===== config.mk =====
export PLATFORM = sky130hd
export DESIGN_NAME = rr_mux_arbiter
export DESIGN_NICKNAME = d
export VERILOG_FILES = /design/src/rtl/rr_mux_pkg.sv /design/src/rtl/rr_mux_pick.sv /design/src/rtl/rr_mux_arbiter.sv
export SDC_FILE = /design/constraint.sdc
export NUM_CORES = 1
export LEC_CHECK = 0
export CAP_MARGIN = 30
export CORE_ASPECT_RATIO = 0.5
export CORE_MARGIN = 2
export CORE_UTILIZATION = 39
export CTS_BUF_LIST = sky130_fd_sc_hd__clkbuf_16
export DETAILED_ROUTE_END_ITERATION = 10
export PLACE_DENSITY = 0.71
export SYNTH_ARGS = -nofsm -noshare
export SYNTH_HDL_FRONTEND = slang
export SYNTH_SLANG_ARGS = --single-unit

===== constraint.sdc =====
create_clock -name clk -period 3.17 [get_ports clk]
set_input_delay 0.4755 -clock clk [delete_from_list [all_inputs] [get_ports clk]]
set_output_delay 0.4755 -clock clk [all_outputs]
set_load 0.03 [all_outputs]

===== src/rtl/rr_mux_pkg.sv =====
// Shared constants and types for the round-robin mux arbiter.
// Optional hold-grant feature is enabled by RR_MUX_LOCK_EN.
package rr_mux_pkg;

    localparam int NREQ   = 4;
    localparam int DEF_DW = 4;

    typedef enum logic [0:0] {
        IDLE = 1'b0,
        BUSY = 1'b1
    } state_t;

endpackage


===== src/rtl/rr_mux_pick.sv =====
// Round-robin winner search: first set req bit after ptr, wrapping.
// Purely combinational; any_req flags that a winner exists.
module rr_mux_pick
    import rr_mux_pkg::*;
(
    input  logic [NREQ-1:0] req,
    input  logic [1:0]      ptr,
    output logic [1:0]      winner,
    output logic            any_req
);

    logic [2*NREQ-1:0] dbl;
    logic [NREQ-1:0]   rot;
    logic [1:0]        off;

    always_comb begin
        dbl = {req, req};
        // rot[0] is the requester right after ptr
        rot = NREQ'(dbl >> (3'(ptr) + 3'd1));
        off = 2'd0;
        for (int i = NREQ - 1; i >= 0; i--) begin
            if (rot[i]) off = 2'(i);
        end
        winner  = ptr + 2'd1 + off;
        any_req = |req;
    end

endmodule


===== src/rtl/rr_mux_arbiter.sv =====
// Four-way round-robin arbiter with registered data mux and select.
// Define RR_MUX_LOCK_EN to add the lock port (hold current grant).
module rr_mux_arbiter
    import rr_mux_pkg::*;
#(
    parameter int DW = DEF_DW
) (
    input  logic            clk,
    input  logic            rst_n,
    input  logic [NREQ-1:0] req,
    input  logic [DW-1:0]   a,
    input  logic [DW-1:0]   b,
    input  logic [DW-1:0]   c,
    input  logic [DW-1:0]   d,
    input  logic            out_ready,
`ifdef RR_MUX_LOCK_EN
    input  logic [NREQ-1:0] lock,
`endif
    output logic            out_valid,
    output logic [DW-1:0]   out_data,
    output logic [NREQ-1:0] grant,
    output logic [NREQ-1:0] ack,
    output logic            S0,
    output logic            S1
);

    state_t          state;
    logic [1:0]      ptr;
    logic [1:0]      sel;
    logic [1:0]      pick_ptr;
    logic [1:0]      winner;
    logic [1:0]      new_g;
    logic            any_req;
    logic            xfer;
    logic            hold_lock;
    logic [DW-1:0]   data_q;
    logic [DW-1:0]   load_data;
    logic [NREQ-1:0] grant_q;

    // After a transfer the search starts just past the current grant
    assign pick_ptr = (state == BUSY) ? sel : ptr;

    rr_mux_pick u_pick (
        .req     (req),
        .ptr     (pick_ptr),
        .winner  (winner),
        .any_req (any_req)
    );

    assign xfer = (state == BUSY) && out_ready;

`ifdef RR_MUX_LOCK_EN
    assign hold_lock = (state == BUSY) && lock[sel] && req[sel];
`else
    assign hold_lock = 1'b0;
`endif

    assign new_g = hold_lock ? sel : winner;

    always_comb begin
        load_data = a;
        unique case (new_g)
            2'd0: load_data = a;
            2'd1: load_data = b;
            2'd2: load_data = c;
            2'd3: load_data = d;
        endcase
    end

    always_ff @(posedge clk) begin
        if (!rst_n) begin
            state   <= IDLE;
            ptr     <= 2'd3;
            sel     <= 2'd0;
            data_q  <= '0;
            grant_q <= '0;
        end else begin
            unique case (1'b1)
                (state == IDLE) && any_req: begin
                    state   <= BUSY;
                    sel     <= new_g;
                    data_q  <= load_data;
                    grant_q <= NREQ'(1) << new_g;
                end
                xfer && any_req: begin
                    if (!hold_lock) ptr <= sel;
                    sel     <= new_g;
                    data_q  <= load_data;
                    grant_q <= NREQ'(1) << new_g;
                end
                xfer && !any_req: begin
                    state   <= IDLE;
                    ptr     <= sel;
                    grant_q <= '0;
                end
                default: ;
            endcase
        end
    end

    assign out_valid = (state == BUSY);
    assign out_data  = data_q;
    assign grant     = grant_q;
    assign ack       = (xfer && rst_n) ? grant_q : '0;
    assign S0        = sel[0];
    assign S1        = sel[1];

endmodule


==> After elaboration in Yosys (flattened, before gate mapping) <==
Cells that the tools add are included.
{ "totals": {"out_inout_bits": 15, "rom_bits": 0, "memories": 0, "inputBits": 23, "register_bits": 13, "ram_bits": 0, "latchBits": 0, "elab_cells": 35} }
{ "classes": {"add_sub_neg": 3, "eq_ne": 3, "reduce_logical": 12, "n_mul": 0, "order_cmp": 0, "shifts": 2, "mux": 9, "bitwise_logic": 1, "n_div": 0} }
{ "op_table": {"columns": ["operator", "count"], "rows": [
  ["4-bit case mux with 4 select lines", 1],
  ["2-bit 2-to-1 mux", 5],
  ["4-bit case mux with 2 select lines", 1],
  ["8-bit by 3-bit >> shifter with 4-bit output", 1],
  ["1-bit logical AND", 5],
  ["2-bit == test, second input constant", 2],
  ["4-bit 2-to-1 mux", 1],
  ["2-bit nonzero test", 2],
  ["2-bit OR reduction", 2],
  ["4-bit OR reduction", 1],
  ["1-bit by 2-bit left shift with 4-bit output, first input constant", 1],
  ["2-bit by 1-bit adder with 3-bit output, second input constant", 1],
  ["2-bit by 1-bit adder with 2-bit output, second input constant", 1],
  ["2-bit adder", 1],
  ["2-bit by 1-bit == test with 1-bit output, second input constant", 1],
  ["2-bit zero test", 1],
  ["1-bit case mux with 2 select lines", 1],
  ["1-bit zero test", 1],
  ["1-bit NOT", 1]
]} }

==> Depth between registers and ports, before layout <==
{ "logic_depth": {"depth_word": 10, "ltp_mapped": 13, "ltp_nobuf": 11} }

==> By module <==
From an unflattened synthesis, not the netlist that was laid out.
{ "hier_totals": {"cells_unflattened": 95, "hier_area_um2": 825.8} }
{ "modules_own_cells": {"columns": ["module", "instances", "seq_area_each_um2", "cells_each", "area_per_inst_um2"], "rows": [
  ["rr_mux_arbiter", 1, 260.2, 66, 639.4],
  ["rr_mux_pick", 1, 0.0, 29, 186.4]
]} }

==> Worst setup path before layout <==
OpenSTA, ideal clock, no wires.
{ "synth_path": {"kind": "reg2reg", "startpoint": "register state (netlist: out_valid)", "endpoint": "register data_q[0] (netlist: out_data[0])", "required_ns": 3.053, "path_stages_with_launch": 14, "path_slack_ns": -0.032, "period_less_slack_ns": 3.202, "arrival_ns": 3.084, "path_buffers": 3, "setup_time_ns": 0.117, "path_cell_list": "dfxtp_1 buf_6 mux2i_1 nand2_1 a21boi_0 o22ai_1 o22ai_1 ha_1 clkbuf_1 clkbuf_1 mux2_2 o22ai_1 nand2_1 a32o_1"} }
{ "synth_via": {"elab_chain_cells": 10, "elab_cells_between_ends": 19, "classes_between": "3 x add/sub; 3 x eq/ne; 1 x shift; 6 x mux; 1 x bitwise; 5 x reduce/logical"} }
{ "synth_rtl": {"columns": ["element", "line_no", "text"], "rows": [
  ["start, declared", "rr_mux_arbiter.sv:27", "state_t state;"],
  ["start signal, assigned", "rr_mux_arbiter.sv:72", "state <= IDLE;"],
  ["start signal, assigned", "rr_mux_arbiter.sv:80", "state <= BUSY;"],
  ["start signal, assigned", "rr_mux_arbiter.sv:92", "state <= IDLE;"],
  ["2-bit 2-to-1 mux", "rr_mux_arbiter.sv:41", "assign pick_ptr = (state == BUSY) ? sel : ptr;"],
  ["2-bit by 1-bit adder with 3-bit output", "rr_mux_pick.sv:19", "rot = NREQ'(dbl >> (3'(ptr) + 3'd1));"],
  ["8-bit by 3-bit >> shifter with 4-bit output", "rr_mux_pick.sv:19", null],
  ["2-bit 2-to-1 mux (4 in series)", "rr_mux_pick.sv:22", "if (rot[i]) off = 2'(i);"],
  ["2-bit adder", "rr_mux_pick.sv:24", "winner = ptr + 2'd1 + off;"],
  ["2-bit == test (tied with other cells)", "rr_mux_arbiter.sv:62", "unique case (new_g)"],
  ["4-bit case mux with 4 select lines", "rr_mux_arbiter.sv:62", null],
  ["end signal, assigned", "rr_mux_arbiter.sv:82", "data_q <= load_data;"],
  ["end signal, assigned", "rr_mux_arbiter.sv:88", "data_q <= load_data;"],
  ["end, declared", "rr_mux_arbiter.sv:36", "logic [DW-1:0] data_q;"]
]} }
Parallel ways exist; a longest one is shown, timed or not.
A chain may end at the register's enable or synchronous reset.

==> Worst setup path in the final report <==
{ "layout_path": {"startpoint": "input port req[2]", "endpoint": "register data_q[3] (netlist: out_data[3])"} }
{ "layout_via": {"elab_chain_cells": 8, "elab_cells_between_ends": 15, "classes_between": "1 x add/sub; 3 x eq/ne; 1 x shift; 5 x mux; 5 x reduce/logical"} }
{ "layout_rtl": {"columns": ["element", "line_no", "text"], "rows": [
  ["start, declared", "rr_mux_arbiter.sv:10", "input logic [NREQ-1:0] req,"],
  ["8-bit by 3-bit >> shifter with 4-bit output", "rr_mux_pick.sv:19", null],
  ["2-bit 2-to-1 mux (4 in series)", "rr_mux_pick.sv:22", null],
  ["2-bit adder", "rr_mux_pick.sv:24", null],
  ["2-bit == test (tied with other cells)", "rr_mux_arbiter.sv:62", null],
  ["4-bit case mux with 4 select lines", "rr_mux_arbiter.sv:62", null]
]} }
Parallel ways exist; a longest one is shown, timed or not.

==> metrics <==
I/O Pins 38; Hold Startpoint out_data[1]; H-tree Lvls 1; CTS tree built; clock skew 0.00620 ns; Synth top area share 22.9%; Sw Share 36.9%; DIE WIDTH 80.3 um; Setup crit end kind register; Hold Vio Cnt, Final 0; Core Region 0.00268 mm^2; port buffer count 37; post-CTS resize count 0; DRT Pass-1 Iters 4; worst min path class register to register; initial antenna violation count 0; WP buf/inv 2; CTS Root Cell clkbuf_16; Worst EP arrival ~3.0 ns; register area share after synthesis a little under a quarter; Final Critical Period 2.82 ns; Placed Cells slightly above 200; relative slew slack between 60% and 70%; grt total ovfl 0; Initial Util ~42%; R2R cell count 11; Synth Register Bits 13; Crit-path slowest cell clkdlybuf4s50_1; Min Hold Slack 0.455 ns; hold path cells 2; worst vdd ir about 0.27 mV; CP most frequent cell o22ai_1; FF-to-FF Start out_valid; Fillers 251; Via Count 1132; worst-path maximum fanout 20; Static Leak 0.637 nW; Inserted Diodes 0; Post-synth EDFFs 0; Mapped Area 0.00113 mm^2; RSZ-0062 raised after global routing false; # Post-CTS Setup Buffers 0; max-cap violations 0; GRT Overall Usage between 10% and 20%; Seq pwr share 23.7%; Critical Path RT about 3.3 ns; Distinct cells, synth 35; nets 194; Peak Freq 354 MHz; largest net degree at the start of global routing 21; Vias/cell 5.50; WS Path Type primary input to register; syn nets 157; Routed Antenna Nets 0; DP HPWL 2180 um; Int Pwr 0.597 mW; CP Cell Sequence clkdlybuf4s50_1 -> nand2b_1 -> a21boi_0 -> o22ai_1 -> o22ai_1 -> ha_1 -> buf_12 -> mux2_2 -> o32ai_1 -> mux2i_1 -> a32o_1; # DRC 0; wire length per cell 13.7 um; clock-pin slew on the worst setup and hold paths 0.05 ns; Final Wtd Congestion between 0.8 and 0.9; WP depth 11; syn_area_per_cell 8.53 um^2; Worst path max stage delay 0.54 ns; Die Span Y 42.1 um; final setup fails 0; die area 0.00338 mm^2; total wire length 2830 um; vias in the first global route 1041; Setup WS post-layout 0.346 ns; share of layout cells above drive strength 1 13.0%; initial drt markers 65; top post-synthesis cells by area dfxtp_1, mux2i_1, mux2_2, nand2_1, a32o_1; power density over the cells 581 mW/mm^2; cts hold-fix bufs 0; CTS Buf Count 3; first-pass GRT wire length 4910 um; clk buf depth 2; Switch Pwr 0.349 mW; fin crit share between 80 and 90%; final setup TNS 0 ns; clock latency at the later pin of the worst-skew pair approximately 0.24 ns; combinational share of power 51.4%; final slew viol count 0; Most used DFF post-synth dfxtp_1; pre-CTS WS 0.114 ns; synth-to-layout area growth 43.3%; Worst Tran Pin Value 0.479 ns; CTS sink cnt 13; Worst Setup Start Kind primary input; Worst Setup SP req[2]; critical path's top delay family compound AO/OA/AOI/OAI gates; FFs w/ async S/R, synth 0%; row count 13; Layout Cells excl Fill slightly above 200; Cells after Synth roughly 130; area leader, netlist dfxtp_1; YS warnings 0; status finished clean; clock share of power 24.9%; Power, Total about 0.95 mW
[routing by layer]
metal,track usage (%),vias to the layer above,routed length (um)
met1,26.8,518,1450
met2,27.2,30,1260
met4,3.73,0,0
met5,0,-,0
li1,-,584,-
met3,4.53,0,117
[layout make-up]
class                   count  area [um^2]  area share (%)
inverters                   2         7.51           0.462
clock buffers               3         75.1            4.62
flip-flops and latches     13          260            16.0
multi-input cells         110          828            50.9
well taps                  37         46.3            2.85
repair buffers             40          405            24.9
clock inverters             1         3.75           0.231
[worst register-to-register path, delay by kind of cell (launching register included)]
kind	cells	cell delay, ns
muxes	3	0.77
AOI/OAI and AO/OA	5	0.79
buffers and inverters	1	0.21
adders and majority gates	1	0.31
DFF	1	0.49
and+or+nand+nor	1	0.08
[power by group through the flow]
stage	clock [mW]	sequential (mW)	combinational, mW
after floorplan	0	0.284	0.268
after global placement	0	0.226	0.481
after detailed placement	0	0.228	0.484
after CTS	0.240	0.225	0.487
after global routing	0.248	0.230	0.524
final	0.236	0.224	0.486
[stage by stage]
step / area, um^2 / util (%)
finish: 1630 / 60.6
global route: 1630 / 60.6
CTS: 1630 / 60.6
global placement: 1550 / 57.7
floorplan: 1140 / -
detailed placement: 1550 / 57.7
[path summary, 6_finish.rpt]
path,slack [ns],endpoint
setup / recovery,0.35,out_data[3]
hold / removal,0.46,out_data[1]
setup reg to reg,0.41,out_data[3]
hold reg to reg,0.46,out_data[1]
[sequential cells by signal, indices dropped and copies added (netlist names)]
name,count
sel,2
ptr,2
out_valid,1
out_data,4
grant,4
[cell usage in the layout (no fill, tap or decap), types with 4 or more instances in the layout]
master	count
o21ai_0	5
a32o_1	4
mux2_2	9
nor2_1	8
nand2_1	19
clkdlybuf4s50_1	37
mux2i_1	18
dfxtp_1	13
and3_1	4
o22ai_1	6
[cell usage after synthesis, types with 2 or more instances]
cell type / instances
clkbuf_1: 6
nand2b_1: 3
inv_1: 2
dfxtp_1: 13
o32ai_1: 3
nand2_1: 19
mux2i_1: 18
o21a_1: 2
a41oi_1: 2
o221a_2: 3
a21oi_1: 3
o21ai_0: 5
mux2_2: 9
and2_1: 3
o22ai_1: 6
and3_1: 4
nor2_1: 8
a32o_1: 4
nor2b_1: 2
nand3_1: 3
[cells by family (layout without fill, tap and decap cells)]
logic type,after synthesis,in the layout,synth area share (%)
AOI/OAI and AO/OA,35,35,24.5
xor gates and xnor gates,1,1,1.43
adders and majority gates,2,2,2.09
buffers and inverters,10,46,4.08
DFF,13,13,22.9
muxes,28,28,26.8
and+or+nand+nor,44,44,18.2
(Power assumes the default switching activity.)
